[src/rtl/int_logic_pkg.sv]
// Shared opcodes, default widths and the result record used by the logic-unit
// command sequencer and its result buffer.
package int_logic_pkg;

    localparam int DATA_W_DEF = 64;
    localparam int TAG_W_DEF  = 4;

    localparam logic [2:0] OP_AND     = 3'b000;
    localparam logic [2:0] OP_NAND    = 3'b001;
    localparam logic [2:0] OP_OR      = 3'b010;
    localparam logic [2:0] OP_NOR     = 3'b011;
    localparam logic [2:0] OP_XOR     = 3'b100;
    localparam logic [2:0] OP_XNOR    = 3'b101;
    localparam logic [2:0] OP_NOT     = 3'b110;
    localparam logic [2:0] OP_ILLEGAL = 3'b111;

    // One buffered result; widths follow the package defaults.
    typedef struct packed {
        logic [TAG_W_DEF-1:0]  tag;
        logic                  err;
        logic [DATA_W_DEF-1:0] data;
    } res_t;

    function automatic logic is_legal(input logic [2:0] op);
        return op != OP_ILLEGAL;
    endfunction

endpackage

[src/rtl/int_logic_seq_if.sv]
// Command, logic-unit and result signals of the sequencer grouped into one bundle.
interface int_logic_seq_if
    import int_logic_pkg::*;
#(
    parameter int DATA_W = DATA_W_DEF,
    parameter int TAG_W  = TAG_W_DEF
);
    logic              cmd_valid;
    logic              cmd_ready;
    logic [2:0]        cmd_op;
    logic [TAG_W-1:0]  cmd_tag;
    logic [DATA_W-1:0] cmd_opa;
    logic [DATA_W-1:0] cmd_opb;
    logic              alu_enable;
    logic [2:0]        alu_operation;
    logic [DATA_W-1:0] alu_opa;
    logic [DATA_W-1:0] alu_opb;
    logic [DATA_W-1:0] alu_out;
    logic              res_valid;
    logic              res_ready;
    logic [DATA_W-1:0] res_data;
    logic [TAG_W-1:0]  res_tag;
    logic              res_err;
    logic              busy;

    modport slave (
        input  cmd_valid, cmd_op, cmd_tag, cmd_opa, cmd_opb, alu_out, res_ready,
        output cmd_ready, alu_enable, alu_operation, alu_opa, alu_opb,
               res_valid, res_data, res_tag, res_err, busy
    );

    modport master (
        output cmd_valid, cmd_op, cmd_tag, cmd_opa, cmd_opb, alu_out, res_ready,
        input  cmd_ready, alu_enable, alu_operation, alu_opa, alu_opb,
               res_valid, res_data, res_tag, res_err, busy
    );

endinterface

[src/rtl/int_logic_res_fifo.sv]
// In-order circular result buffer with explicit occupancy count; push and pop
// may coincide at any fill level, and a pushed entry is visible the next cycle.
module int_logic_res_fifo #(
    parameter int  W     = 8,
    parameter int  DEPTH = 4,
    localparam int AW    = $clog2(DEPTH),
    localparam int CW    = $clog2(DEPTH + 1)
) (
    input  logic          clk,
    input  logic          rst,
    input  logic          push,
    input  logic [W-1:0]  push_data,
    input  logic          pop,
    output logic [W-1:0]  head_data,
    output logic          valid,
    output logic [CW-1:0] count
);
    logic [W-1:0]  mem_r [DEPTH];
    logic [AW-1:0] wr_ptr_r;
    logic [AW-1:0] rd_ptr_r;
    logic [CW-1:0] count_r;
    logic [CW-1:0] count_next_s;
    logic          valid_r;

    // Occupancy after this cycle's push/pop.
    always_comb begin
        count_next_s = count_r;
        case ({push, pop})
            2'b10:   count_next_s = count_r + CW'(1'b1);
            2'b01:   count_next_s = count_r - CW'(1'b1);
            default: count_next_s = count_r;
        endcase
    end

    // Storage, pointers and occupancy; contents are cleared so no stale entry leaks after reset.
    always_ff @(posedge clk or posedge rst) begin
        if (rst) begin
            for (int i = 0; i < DEPTH; i++) begin
                mem_r[i] <= '0;
            end
            wr_ptr_r <= '0;
            rd_ptr_r <= '0;
            count_r  <= '0;
            valid_r  <= 1'b0;
        end else begin
            if (push) begin
                mem_r[wr_ptr_r] <= push_data;
                wr_ptr_r        <= wr_ptr_r + AW'(1'b1);
            end
            if (pop) begin
                rd_ptr_r <= rd_ptr_r + AW'(1'b1);
            end
            count_r <= count_next_s;
            valid_r <= count_next_s != '0;
        end
    end

    assign head_data = mem_r[rd_ptr_r];
    assign valid     = valid_r;
    assign count     = count_r;

endmodule

[src/rtl/int_logic_seq_chk.sv]
// Occupancy checks for the result buffer: never written when full without a
// matching read, never read when empty.
module int_logic_seq_chk #(
    parameter int DEPTH = 4,
    parameter int CW    = 3
) (
    input logic          clk,
    input logic          rst,
    input logic          push,
    input logic          pop,
    input logic [CW-1:0] count
);
    a_no_overflow: assert property (@(posedge clk) disable iff (rst)
        !(push && !pop && (count == CW'(DEPTH))))
        else $error("result fifo overflow");

    a_no_underflow: assert property (@(posedge clk) disable iff (rst)
        !(pop && (count == '0)))
        else $error("result fifo underflow");

endmodule

[src/rtl/int_logic_seq.sv]
// Issues tagged logic commands to the logic unit one per cycle, tracks them for
// the unit's latency and returns results in order through a credit-protected FIFO.
module int_logic_seq
    import int_logic_pkg::*;
#(
    parameter int DATA_W    = DATA_W_DEF,
    parameter int TAG_W     = TAG_W_DEF,
    parameter int LAT       = 1,
    parameter int RES_DEPTH = 4
) (
    input logic            clk,
    input logic            rst,
    int_logic_seq_if.slave bus
);
    localparam int CW = $clog2(RES_DEPTH + 1);

    typedef struct packed {
        logic             valid;
        logic [TAG_W-1:0] tag;
        logic             err;
    } trk_t;

    trk_t              trk_r [LAT+1];
    logic [CW-1:0]     credit_r;
    logic [CW-1:0]     credit_next_s;
    logic [CW-1:0]     fifo_count_s;
    logic              cmd_ready_r;
    logic              busy_r;
    logic              alu_enable_r;
    logic [2:0]        alu_operation_r;
    logic [DATA_W-1:0] alu_opa_r;
    logic [DATA_W-1:0] alu_opb_r;
    logic              accept_s;
    logic              pop_s;
    logic              push_s;
    logic              res_valid_s;
    res_t              push_rec_s;
    res_t              head_rec_s;

    assign accept_s = bus.cmd_valid & cmd_ready_r;
    assign pop_s    = res_valid_s & bus.res_ready;
    assign push_s   = trk_r[LAT].valid;

    // Credits cover both in-flight slots and buffered results, so a push can never find the FIFO full.
    always_comb begin
        credit_next_s = credit_r;
        case ({accept_s, pop_s})
            2'b10:   credit_next_s = credit_r + CW'(1'b1);
            2'b01:   credit_next_s = credit_r - CW'(1'b1);
            default: credit_next_s = credit_r;
        endcase
    end

    // Credit count with ready/busy registered from it, so neither depends on res_ready combinationally.
    always_ff @(posedge clk or posedge rst) begin
        if (rst) begin
            credit_r    <= '0;
            cmd_ready_r <= 1'b0;
            busy_r      <= 1'b0;
        end else begin
            credit_r    <= credit_next_s;
            cmd_ready_r <= credit_next_s < CW'(RES_DEPTH);
            busy_r      <= credit_next_s != '0;
        end
    end

    // Issue strobe; operand pins only move for legal commands and otherwise hold.
    always_ff @(posedge clk or posedge rst) begin
        if (rst) begin
            alu_enable_r    <= 1'b0;
            alu_operation_r <= 3'b000;
            alu_opa_r       <= '0;
            alu_opb_r       <= '0;
        end else begin
            alu_enable_r <= accept_s && is_legal(bus.cmd_op);
            if (accept_s && is_legal(bus.cmd_op)) begin
                alu_operation_r <= bus.cmd_op;
                alu_opa_r       <= bus.cmd_opa;
                alu_opb_r       <= bus.cmd_opb;
            end
        end
    end

    // Tag/err tracking pipeline; the last stage lines up with the cycle alu_out is valid.
    always_ff @(posedge clk or posedge rst) begin
        if (rst) begin
            for (int k = 0; k <= LAT; k++) begin
                trk_r[k] <= '0;
            end
        end else begin
            trk_r[0] <= '{valid: accept_s, tag: bus.cmd_tag, err: !is_legal(bus.cmd_op)};
            for (int k = 1; k <= LAT; k++) begin
                trk_r[k] <= trk_r[k-1];
            end
        end
    end

    // Result record entering the buffer; illegal slots carry zero data.
    always_comb begin
        push_rec_s.tag = trk_r[LAT].tag;
        push_rec_s.err = trk_r[LAT].err;
        if (trk_r[LAT].err) begin
            push_rec_s.data = '0;
        end else begin
            push_rec_s.data = bus.alu_out;
        end
    end

    int_logic_res_fifo #(
        .W     ($bits(res_t)),
        .DEPTH (RES_DEPTH)
    ) u_res_fifo (
        .clk       (clk),
        .rst       (rst),
        .push      (push_s),
        .push_data (push_rec_s),
        .pop       (pop_s),
        .head_data (head_rec_s),
        .valid     (res_valid_s),
        .count     (fifo_count_s)
    );

    int_logic_seq_chk #(
        .DEPTH (RES_DEPTH),
        .CW    (CW)
    ) u_chk (
        .clk   (clk),
        .rst   (rst),
        .push  (push_s),
        .pop   (pop_s),
        .count (fifo_count_s)
    );

    assign bus.cmd_ready     = cmd_ready_r;
    assign bus.busy          = busy_r;
    assign bus.alu_enable    = alu_enable_r;
    assign bus.alu_operation = alu_operation_r;
    assign bus.alu_opa       = alu_opa_r;
    assign bus.alu_opb       = alu_opb_r;
    assign bus.res_valid     = res_valid_s;
    assign bus.res_data      = head_rec_s.data;
    assign bus.res_tag       = head_rec_s.tag;
    assign bus.res_err       = head_rec_s.err;

endmodule

[src/flat_wrapper.sv]
// flat-port wrapper written by rule: the top's interface ports become plain ports
module int_logic_seq_flat import int_logic_pkg::*;
#(
    parameter int DATA_W    = DATA_W_DEF,
    parameter int TAG_W     = TAG_W_DEF,
    parameter int LAT       = 1,
    parameter int RES_DEPTH = 4
)
  (clk, rst, bus_cmd_valid, bus_cmd_op, bus_cmd_tag, bus_cmd_opa, bus_cmd_opb, bus_alu_out, bus_res_ready, bus_cmd_ready, bus_alu_enable, bus_alu_operation, bus_alu_opa, bus_alu_opb, bus_res_valid, bus_res_data, bus_res_tag, bus_res_err, bus_busy);
  int_logic_seq_if #(.DATA_W(DATA_W), .TAG_W(TAG_W)) bus_i ();
  input logic clk;
  input logic rst;
  input wire logic [$bits(bus_i.cmd_valid)-1:0] bus_cmd_valid;
  input wire logic [$bits(bus_i.cmd_op)-1:0] bus_cmd_op;
  input wire logic [$bits(bus_i.cmd_tag)-1:0] bus_cmd_tag;
  input wire logic [$bits(bus_i.cmd_opa)-1:0] bus_cmd_opa;
  input wire logic [$bits(bus_i.cmd_opb)-1:0] bus_cmd_opb;
  input wire logic [$bits(bus_i.alu_out)-1:0] bus_alu_out;
  input wire logic [$bits(bus_i.res_ready)-1:0] bus_res_ready;
  output wire logic [$bits(bus_i.cmd_ready)-1:0] bus_cmd_ready;
  output wire logic [$bits(bus_i.alu_enable)-1:0] bus_alu_enable;
  output wire logic [$bits(bus_i.alu_operation)-1:0] bus_alu_operation;
  output wire logic [$bits(bus_i.alu_opa)-1:0] bus_alu_opa;
  output wire logic [$bits(bus_i.alu_opb)-1:0] bus_alu_opb;
  output wire logic [$bits(bus_i.res_valid)-1:0] bus_res_valid;
  output wire logic [$bits(bus_i.res_data)-1:0] bus_res_data;
  output wire logic [$bits(bus_i.res_tag)-1:0] bus_res_tag;
  output wire logic [$bits(bus_i.res_err)-1:0] bus_res_err;
  output wire logic [$bits(bus_i.busy)-1:0] bus_busy;
  assign bus_i.cmd_valid = bus_cmd_valid;
  assign bus_i.cmd_op = bus_cmd_op;
  assign bus_i.cmd_tag = bus_cmd_tag;
  assign bus_i.cmd_opa = bus_cmd_opa;
  assign bus_i.cmd_opb = bus_cmd_opb;
  assign bus_i.alu_out = bus_alu_out;
  assign bus_i.res_ready = bus_res_ready;
  assign bus_cmd_ready = bus_i.cmd_ready;
  assign bus_alu_enable = bus_i.alu_enable;
  assign bus_alu_operation = bus_i.alu_operation;
  assign bus_alu_opa = bus_i.alu_opa;
  assign bus_alu_opb = bus_i.alu_opb;
  assign bus_res_valid = bus_i.res_valid;
  assign bus_res_data = bus_i.res_data;
  assign bus_res_tag = bus_i.res_tag;
  assign bus_res_err = bus_i.res_err;
  assign bus_busy = bus_i.busy;
  int_logic_seq #(.DATA_W(DATA_W), .TAG_W(TAG_W), .LAT(LAT), .RES_DEPTH(RES_DEPTH)) u_core (.clk(clk), .rst(rst), .bus(bus_i));
endmodule
[config.mk]
export PLATFORM = sky130hd
export DESIGN_NAME = int_logic_seq_flat
export DESIGN_NICKNAME = d
export VERILOG_FILES = /design/src/rtl/int_logic_pkg.sv /design/src/rtl/int_logic_seq_if.sv /design/src/rtl/int_logic_res_fifo.sv /design/src/rtl/int_logic_seq_chk.sv /design/src/rtl/int_logic_seq.sv /design/src/flat_wrapper.sv
export SDC_FILE = /design/constraint.sdc
export NUM_CORES = 1
export LEC_CHECK = 0
export BUFFER_PORTS_ARGS = -buffer_cell sky130_fd_sc_hd__buf_2
export CORE_ASPECT_RATIO = 0.7
export CORE_MARGIN = 4
export CORE_UTILIZATION = 30
export CTS_CLUSTER_SIZE = 14
export DETAILED_ROUTE_END_ITERATION = 10
export PLACE_DENSITY = 0.5
export SLEW_MARGIN = 20
export SYNTH_ARGS = -nofsm -noshare
export SYNTH_HDL_FRONTEND = slang
export SYNTH_SLANG_ARGS = --single-unit
export TNS_END_PERCENT = 50
[constraint.sdc]
create_clock -name clk -period 30.4 [get_ports clk]
set_clock_uncertainty 0.2 [all_clocks]
set_input_delay 3.04 -clock clk [delete_from_list [all_inputs] [get_ports clk]]
set_output_delay 3.04 -clock clk [all_outputs]
set_load 0.01 [all_outputs]
# == Word-level counts from Yosys, hierarchy flattened ==
# Cells that the tools add are included.
# Widths: inputs -> output; s select.
# word_totals
input_bits,203
out_inout_bits,204
elab_cells,54
reg_bits,433
# op_classes
n_bitwise,4
n_reduce_logical,5
muxes,9
eq_ne,5
magnitude_cmp,4
n_addsub,6
# ops
cell,n
$bwmux 276,1
$mux 69,3
$bmux 69 s2,1
$demux 69 s2,1
$mux 64,1
$pmux 3 s2,2
$add 3x1->3 const B,2
$ge 3x3->1 const B,2
$not 2->3,2
$reduce_bool 3->1,2
$sub 3x1->3 const B,2
$add 2x1->2 const B,2
$eq 2x1->1 const B,2
$eq 2x2->1 const B,2
$lt 3x1->1 const B,1
$lt 3x3->1 const B,1
$ne 3x3->1 const B,1
$and 1x1->1,2
$logic_and 1x1->1,2
$logic_not 1->1,1

# == Logic depth before layout (Yosys ltp) ==
# Gate-level depths: netlist of run 1.
# logic_depth
word_depth,6
depth_mapped,7
ltp_nobuf,7

# == Hierarchy ==
# A second synthesis of run 1 with hierarchy kept.
# hier_totals
hier_cells,1086
hier_area_um2,18715.4
# modules_own_cells
module,n_inst,cells_per_inst,seq_area_each_um2,area_per_inst_um2
int_logic_res_fifo,1,702,7106.8,12504.5
int_logic_seq,1,384,3728.6,6211.0

# == Least setup slack after synthesis of run 1 ==
# Ideal clock, no wire load.
# synth_timing
path_type,input -> register
startpoint,input bus_res_ready
endpoint,register u_core.busy_r (netlist: u_core.bus.busy)
n_path_buf,0
slack_ps,25503
setup_ps,129
required_ps,30071
stages,7
arrival_time_ps,4568
path_cell_list,and2_1 -> ha_1 -> inv_1 -> fa_1 -> xnor2_1 -> a21boi_0 -> a2111o_1
# synth_between
elab_chain_cells,4
elab_cells_between_ends,5
cone_classes,2 x eq/ne; 1 x mux; 1 x bitwise; 1 x reduce/logical
# synth_lines
element,line_no,source
from (decl),flat_wrapper.sv:19,input wire logic [$bits(bus_i.res_ready)-1:0] bus_res_ready;
$and 1x1->1 (*),int_logic_seq.sv:41,assign pop_s = res_valid_s & bus.res_ready;
$eq 2x1->1 or $eq 2x2->1 (tied branches),int_logic_seq.sv:47,"case ({accept_s, pop_s})"
$pmux 3 s2 (*),int_logic_seq.sv:47,
$reduce_bool 3->1 (*),int_logic_seq.sv:63,busy_r <= credit_next_s != '0;
to (signal assigned),int_logic_seq.sv:59,busy_r <= 1'b0;
to (signal assigned),int_logic_seq.sv:63,
to (decl),int_logic_seq.sv:28,logic busy_r;
# Every way passes the cells marked *; elsewhere a longest branch is shown, timed or not.
# A chain may end at the register's enable or synchronous reset.

# == Worst setup path after layout of run 1 ==
# layout_timing
startpoint,register u_core.u_res_fifo.rd_ptr_r[0]
endpoint,output bus_res_data[29]
# layout_between
elab_chain_cells,4
# layout_lines
element,line_no,source
from (decl),int_logic_res_fifo.sv:20,logic [AW-1:0] rd_ptr_r;
from (signal assigned),int_logic_res_fifo.sv:51,rd_ptr_r <= rd_ptr_r + AW'(1'b1);
$not 2->3 (implied by the code),int_logic_res_fifo.sv:58,assign head_data = mem_r[rd_ptr_r];
$bmux 69 s2,int_logic_res_fifo.sv:58,
$mux 69 (implied by the code) (2 in series),int_logic_res_fifo.sv:58,
to (decl),flat_wrapper.sv:26,output wire logic [$bits(bus_i.res_data)-1:0] bus_res_data;
# No other way between the ends. The select of a mux whose other input is x is not followed.

==> flow_metrics.env, run 1 <==
export IMPL_start_util_pct=30.49
export IMPL_grt_max_degree=165
export IMPL_cp_end_kind="primary output"
export IMPL_slowest_stage="dfrtp_4"
export IMPL_synth_edff_count=0
export IMPL_setup_tns_ns=0
export IMPL_die_x_um=299.9
export IMPL_ys_seq_elements=433
export IMPL_crit_arrival_ns=3.17
export IMPL_fin_cells=2577
export IMPL_yosys_top_cells_count="dfrtp_1, nand2_1, o21ai_0"
export IMPL_die_h_um=212.4
export IMPL_seq_area_frac_synth_pct=60.54
export IMPL_maxCapViolations=0
export IMPL_drive_gt1_share_pct=40.80
export IMPL_slew_viol_final=0
export IMPL_grt_overflow_total=0
export IMPL_wl_per_cell_um=18.10
export IMPL_grt_pass1_wl_mm=74.01
export IMPL_hold_path_class="flip-flop to flip-flop"
export IMPL_nFillCells=5758
export IMPL_vias=11700
export IMPL_rows=74
export IMPL_via_per_inst=4.542
export IMPL_clock_path_buffers=3
export IMPL_dr_pass1_iters=4
export IMPL_io_pin_count=407
export IMPL_ant_nets=0
export IMPL_vdd_drop_max_mv=0.05823
export IMPL_hold_viol=0
export IMPL_place_ws_ns=24.09
export IMPL_drt_total_wl_mm=46.64
export IMPL_gp_congestion=0.7729
export IMPL_clockRootBuffer="clkbuf_16"
export IMPL_worstPathRequired_ns=27.16
export IMPL_avgSynthCellArea_um2=13.06
export IMPL_ys_flop_type="dfrtp_1"
export IMPL_synthesis_area_um2=17900
export IMPL_final_setup_worst_slack_ns=23.99
export IMPL_synthArstFlopShare_pct=100.0
export IMPL_worstSetupPathType="flip-flop to primary output"
export IMPL_cp_start_kind="flip-flop"
export IMPL_ys_warn_count=0
export IMPL_powerDensity_nw_per_um2=114.7
export IMPL_dieArea_um2=63700
export IMPL_synth_cell_types=30
export IMPL_run_status="completed"
export IMPL_drc_errors=0
export IMPL_worst_pin_slew_ns=1.001
export IMPL_grt_usage_pct=14.70
export IMPL_drtIter0Drc=515
export IMPL_path_cells="buf_4 > mux4_2 > buf_2"
export IMPL_fin_crit_sh_pct=21.09
export IMPL_worstSkewPairLatency_ns=0.56
export IMPL_finalSetupViolations=0
export IMPL_syn_to_final_growth_pct=23.89
export IMPL_clkTransAtPathRegs_ns=0.06
export IMPL_synth_most_common_cell="dfrtp_1"
export IMPL_hpwl_mm=30.32
export IMPL_fin_nets=1953
export IMPL_synth_top_area_cell="dfrtp_1"
export IMPL_min_period_ns=6.412
export IMPL_antenna_found_initial=8
export IMPL_max_freq_ghz=0.1560
export IMPL_rsz0062_at_grt="false"
export IMPL_cts_tree="built"
export IMPL_cts_setup_buffers=0
export IMPL_cts_buffers=45
export IMPL_yosys_top_cells_area="dfrtp_1, mux4_2, o21ai_0"
export IMPL_coreArea_um2=58700
export IMPL_synth_net_count=1581
export IMPL_slew_headroom_pct=33.29
export IMPL_synth_top_area_share_pct=60.54
export IMPL_dp_cells=2492
export IMPL_cts_hold_buf=0
export IMPL_slowest_delay_ns=0.87
export IMPL_port_buffers=406
export IMPL_syn_inst=1370
export IMPL_ctsResizeCount=0
export IMPL_grt_pass1_vias=12650
export IMPL_numClockSinks=433
export IMPL_total_leakage_power_nw=10.56
export IMPL_critical_path_max_fanout=41
export IMPL_htreeDepth=2
per-layer routing:
layer / vias up / track usage (%) / wire [um]
li1: 5468 / - / -
met1: 5834 / 19.29 / 20250
met2: 311 / 24.06 / 21970
met3: 77 / 4.614 / 3466
met4: 14 / 3.342 / 860
met5: - / 0 / 96
power breakdown:
group | internal [mW] | switching (mW) | total [mW]
clock | 0.357 | 0.237 | 0.593
combinational | 0.466 | 0.460 | 0.926
sequential | 0.854 | 0.169 | 1.02
total | 1.68 | 0.866 | 2.54
worst max-delay path, delay by kind of cell (launching register included):
family	cells	cell delay [ns]
buffers and inverters	2	0.93
flip-flops	1	0.87
multiplexers	1	0.66
path summary, 6_finish.rpt:
check,slack (ns),endpoint,cells after the start,from
setup / recovery,23.99,bus_res_data[29],3,u_core.u_res_fifo.rd_ptr_r[0]$_DFFE_PP0N_
hold / removal,0.15,u_core.push_s$_DFF_PP0_,0,u_core.trk_r[11]$_DFF_PP0_
setup reg to reg,26.87,u_core.bus.alu_opb[62]$_DFFE_PP0P_,5,u_core.bus.cmd_ready$_DFF_PP0_
hold reg to reg,0.15,u_core.push_s$_DFF_PP0_,0,u_core.trk_r[11]$_DFF_PP0_
max in group asynchronous,25.65,u_core.u_res_fifo.mem_r[151]$_DFFE_PP0P_,4,rst
min in group asynchronous,2.43,u_core.bus.alu_opb[5]$_DFFE_PP0P_,2,rst
layout by cell type (no fill, tap or decap), types with 2 or more instances in the layout:
cell type  count
clkbuf_8       8
dfrtp_4        2
nand2_1      258
diode_2        2
buf_6          2
clkinv_2      12
ha_1           6
nand2_4        4
mux2_2        73
xnor2_1        5
buf_4          9
clkbuf_16     46
clkbuf_1       6
o22a_1         3
fa_1           2
mux4_2        69
inv_1          8
dfrtp_1      430
o21ai_0      259
mux2_4        76
nor2_1         2
bufinv_16      7
nand2b_1      64
buf_2        406
xor2_1         2
clkinv_4       2
per-stage QoR:
step / total power [mW] / cell area [um^2] / utilization [%] / hold slack [ns]
6_report: 2.543 / 22170 / 37.77 / 0.1470
5_1_grt: 2.728 / 22170 / 37.77 / 0.1577
4_1_cts: 2.595 / 22130 / 37.71 / 0.1477
3_5_place_dp: 1.982 / 20550 / 35.00 / 0.1347
3_3_place_gp: 1.958 / 20550 / 35.00 / 0.1336
2_1_floorplan: 1.620 / 17900 / - / 0.1312
cells by family after synthesis:
logic type,Yosys count,synth area share [%]
fa+ha+maj,8,0.6431
xor+xnor,7,0.3425
simple gates,333,8.004
flops,433,60.54
buf+inv,103,3.160
compound gates,267,7.606
mux,219,19.71
sequential cells by signal, indices dropped and copies added (netlist names), 3 cells and up:
| name | flops |
|---|---|
| u_core.bus.alu_opa | 64 |
| u_core.push_rec_s | 5 |
| u_core.bus.alu_operation | 3 |
| u_core.trk_r | 6 |
| u_core.credit_r | 3 |
| u_core.bus.alu_opb | 64 |
| u_core.u_res_fifo.count | 3 |
| u_core.u_res_fifo.mem_r | 276 |
cell type report:
class	count	area, um^2	share of cell area [%]
clock inverter	22	304.0	1.371
antenna	2	5.005	0.02257
timing repair buffer	419	2170	9.784
inverter	9	41.29	0.1862
sequential	433	10840	48.91
clock buffer	60	1284	5.789
multi-input combinational	834	6528	29.44
tap	798	998.5	4.503
Note: power is estimated with default switching activity, not from simulation.
==> inputs of run 2 (changes only) <==
Settings changed: ABC_AREA set to 1.
Clock period 30.4 ns to 6.2 ns, I/O delays scaled along.
==> run 2 against run 1 <==
  * Sequential power rose to 4.9 times the previous value
  * Die area grew 4.1%
  * Combinational power grew to 5.5 times the previous value
  * Clock power grew to 4.7 times the previous value
  * Critical path type unchanged
==> flow_metrics.env, run 2 <==
export IMPL_ant_nets=0
export IMPL_rsz0062_at_grt="false"
export IMPL_critical_path_max_fanout=97
export IMPL_syn_to_final_growth_pct=26.76
export IMPL_total_leakage_power_nw=12.89
export IMPL_dieArea_um2=66330
export IMPL_powerDensity_nw_per_um2=541.6
export IMPL_numClockSinks=433
export IMPL_worst_pin_slew_ns=1.135
export IMPL_cp_end_kind="primary output"
export IMPL_worstSetupPathType="flip-flop to primary output"
export IMPL_gp_congestion=0.8153
export IMPL_setup_tns_ns=0
export IMPL_slowest_delay_ns=0.85
export IMPL_dr_pass1_iters=5
export IMPL_place_ws_ns=2.573
export IMPL_hold_path_class="input pin to asynchronous set/reset pin"
export IMPL_yosys_top_cells_area="dfrtp_1, nand2_1, nor2_1"
export IMPL_ys_seq_elements=433
export IMPL_grt_usage_pct=18.86
export IMPL_clockRootBuffer="clkbuf_16"
export IMPL_clock_path_buffers=3
export IMPL_fin_cells=3614
export IMPL_min_period_ns=4.210
export IMPL_cp_top_family="buffers and inverters"
export IMPL_ys_warn_count=0
export IMPL_ys_flop_type="dfrtp_1"
export IMPL_clkTransAtPathRegs_ns=0.06
export IMPL_grt_pass1_vias=17280
export IMPL_holdWs_ns=0.01692
export IMPL_hpwl_mm=38.87
export IMPL_synth_top_area_cell="dfrtp_1"
export IMPL_worst_path_buf_inv=3
export IMPL_fin_crit_sh_pct=67.90
export IMPL_drive_gt1_share_pct=18.28
export IMPL_largest_reg_flops=276
export IMPL_maxCapViolations=0
export IMPL_final_cell_mix="nand2_1, dfrtp_1, buf_2"
export IMPL_start_util_pct=30.34
export IMPL_synth_cell_types=18
export IMPL_final_common_cell="nand2_1"
export IMPL_synth_net_count=2535
export IMPL_drt_total_wl_mm=63.34
export IMPL_ctsResizeCount=0
export IMPL_cts_buffers=47
export IMPL_die_h_um=216.7
export IMPL_crit_arrival_ns=3.39
export IMPL_run_status="completed"
export IMPL_slowest_stage="inv_4"
export IMPL_hold_viol=0
export IMPL_antenna_found_initial=2
export IMPL_syn_inst=2324
export IMPL_seq_area_frac_synth_pct=58.05
export IMPL_slew_viol_final=0
export IMPL_dp_cells=3434
export IMPL_yosys_top_cells_count="nand2_1, dfrtp_1, nor2_1"
export IMPL_port_buffers=406
export IMPL_cts_tree="built"
export IMPL_synth_top_area_share_pct=58.05
export IMPL_grt_max_degree=151
export IMPL_slew_headroom_pct=24.33
export IMPL_diodes=0
export IMPL_drc_errors=0
export IMPL_rows=76
export IMPL_drtIter0Drc=1343
export IMPL_multi_input_area_um2=6748
export IMPL_worstSkewPairLatency_ns=0.59
export IMPL_synthArstFlopShare_pct=100.0
export IMPL_fin_nets=2970
export IMPL_die_x_um=306.1
export IMPL_final_setup_worst_slack_ns=1.990
export IMPL_synth_most_common_cell="nand2_1"
export IMPL_largest_register="u_core.u_res_fifo.mem_r"
export IMPL_grt_pass1_wl_mm=99.85
export IMPL_io_pin_count=407
export IMPL_cp_start_kind="flip-flop"
export IMPL_via_per_inst=4.627
export IMPL_vdd_drop_max_mv=0.3285
export IMPL_wl_per_cell_um=17.53
export IMPL_htreeDepth=2
export IMPL_vias=16720
export IMPL_worstPathRequired_ns=5.38
export IMPL_grt_overflow_total=0
export IMPL_nFillCells=6279
export IMPL_path_cells="inv_4 > buf_4 > o21ai_0 > o22ai_1 > buf_2"
export IMPL_seq_area_um2=10840
export IMPL_finalSetupViolations=0
export IMPL_fin_util_pct=38.45
export IMPL_synth_edff_count=0
export IMPL_avgSynthCellArea_um2=8.031
export IMPL_max_freq_ghz=0.2375
export IMPL_coreArea_um2=61520
export IMPL_synthesis_area_um2=18660
[run 2: final timing paths]
path                                                           startpoint                                 endpoint  cells after the start  slack [ns]
max in group asynchronous                                             rst       u_core.bus.alu_opa[56]$_DFFE_PP0P_                      3        4.37
worst min-delay path                                                  rst       u_core.bus.alu_opb[32]$_DFFE_PP0P_                      2        0.02
worst max register to register                    u_core.push_s$_DFF_PP0_  u_core.u_res_fifo.mem_r[94]$_DFFE_PP0P_                      5        3.17
worst max-delay path            u_core.u_res_fifo.rd_ptr_r[0]$_DFFE_PP0N_                         bus_res_data[13]                      5        1.99
worst min register to register                 u_core.trk_r[10]$_DFF_PP0_          u_core.push_rec_s[68]$_DFF_PP0_                      0        0.15
min in group clk                                          bus_cmd_opb[36]       u_core.bus.alu_opb[36]$_DFFE_PP0P_                      3        0.04
[run 2: metrics by stage]
| step | power (mW) | area [um^2] |
|---|---|---|
| after floorplan | 7.976 | 18670 |
| after global placement | 9.964 | 21190 |
| after detailed placement | 10.04 | 21190 |
| after CTS | 12.98 | 23660 |
| after global routing | 13.84 | 23660 |
| final | 12.81 | 23660 |
[run 2: repair_timing]
item	4_1_cts	5_1_grt
buffers inserted	0	0
hold buffers	95	0
endpoints found under the hold margin	95	0
[run 2: area by class of cell]
cell class,instances,share of cell area [%]
clock buffers,74,5.780
clock inverters,11,0.6240
inverters,95,1.539
multi-input cells,1660,28.52
flip-flops and latches,433,45.82
well taps,819,4.331
repair buffers,522,13.38
[run 2: routing by layer]
layer	vias up	GRT usage, %	wire length (um)
li1	7993	-	-
met3	93	4.338	4647
met5	-	0	13
met1	8066	26.42	28780
met2	567	29.55	28410
met4	2	4.981	1489
[run 2: report_power, final]
part,internal [mW],leakage [nW],switching (mW)
registers,4.15,5.33,0.812
logic,1.81,6.83,3.25
clock network,1.60,0.736,1.19
total,7.56,12.9,5.25
[run 2: cell families after synthesis]
family | synth area share [%]
AO/OA/AOI/OAI | 6.603
XOR/XNOR | 0.09387
adder cells (fa/ha/maj) | 0.6167
buffers and inverters | 5.953
flip-flops | 58.05
AND/OR/NAND/NOR | 28.68
[run 2: worst register-to-register path, delay by kind of cell (launching register included)]
kind	cells	cell delay (ns)
buffers and inverters	2	1.37
DFF	1	0.68
and+or+nand+nor	3	0.72
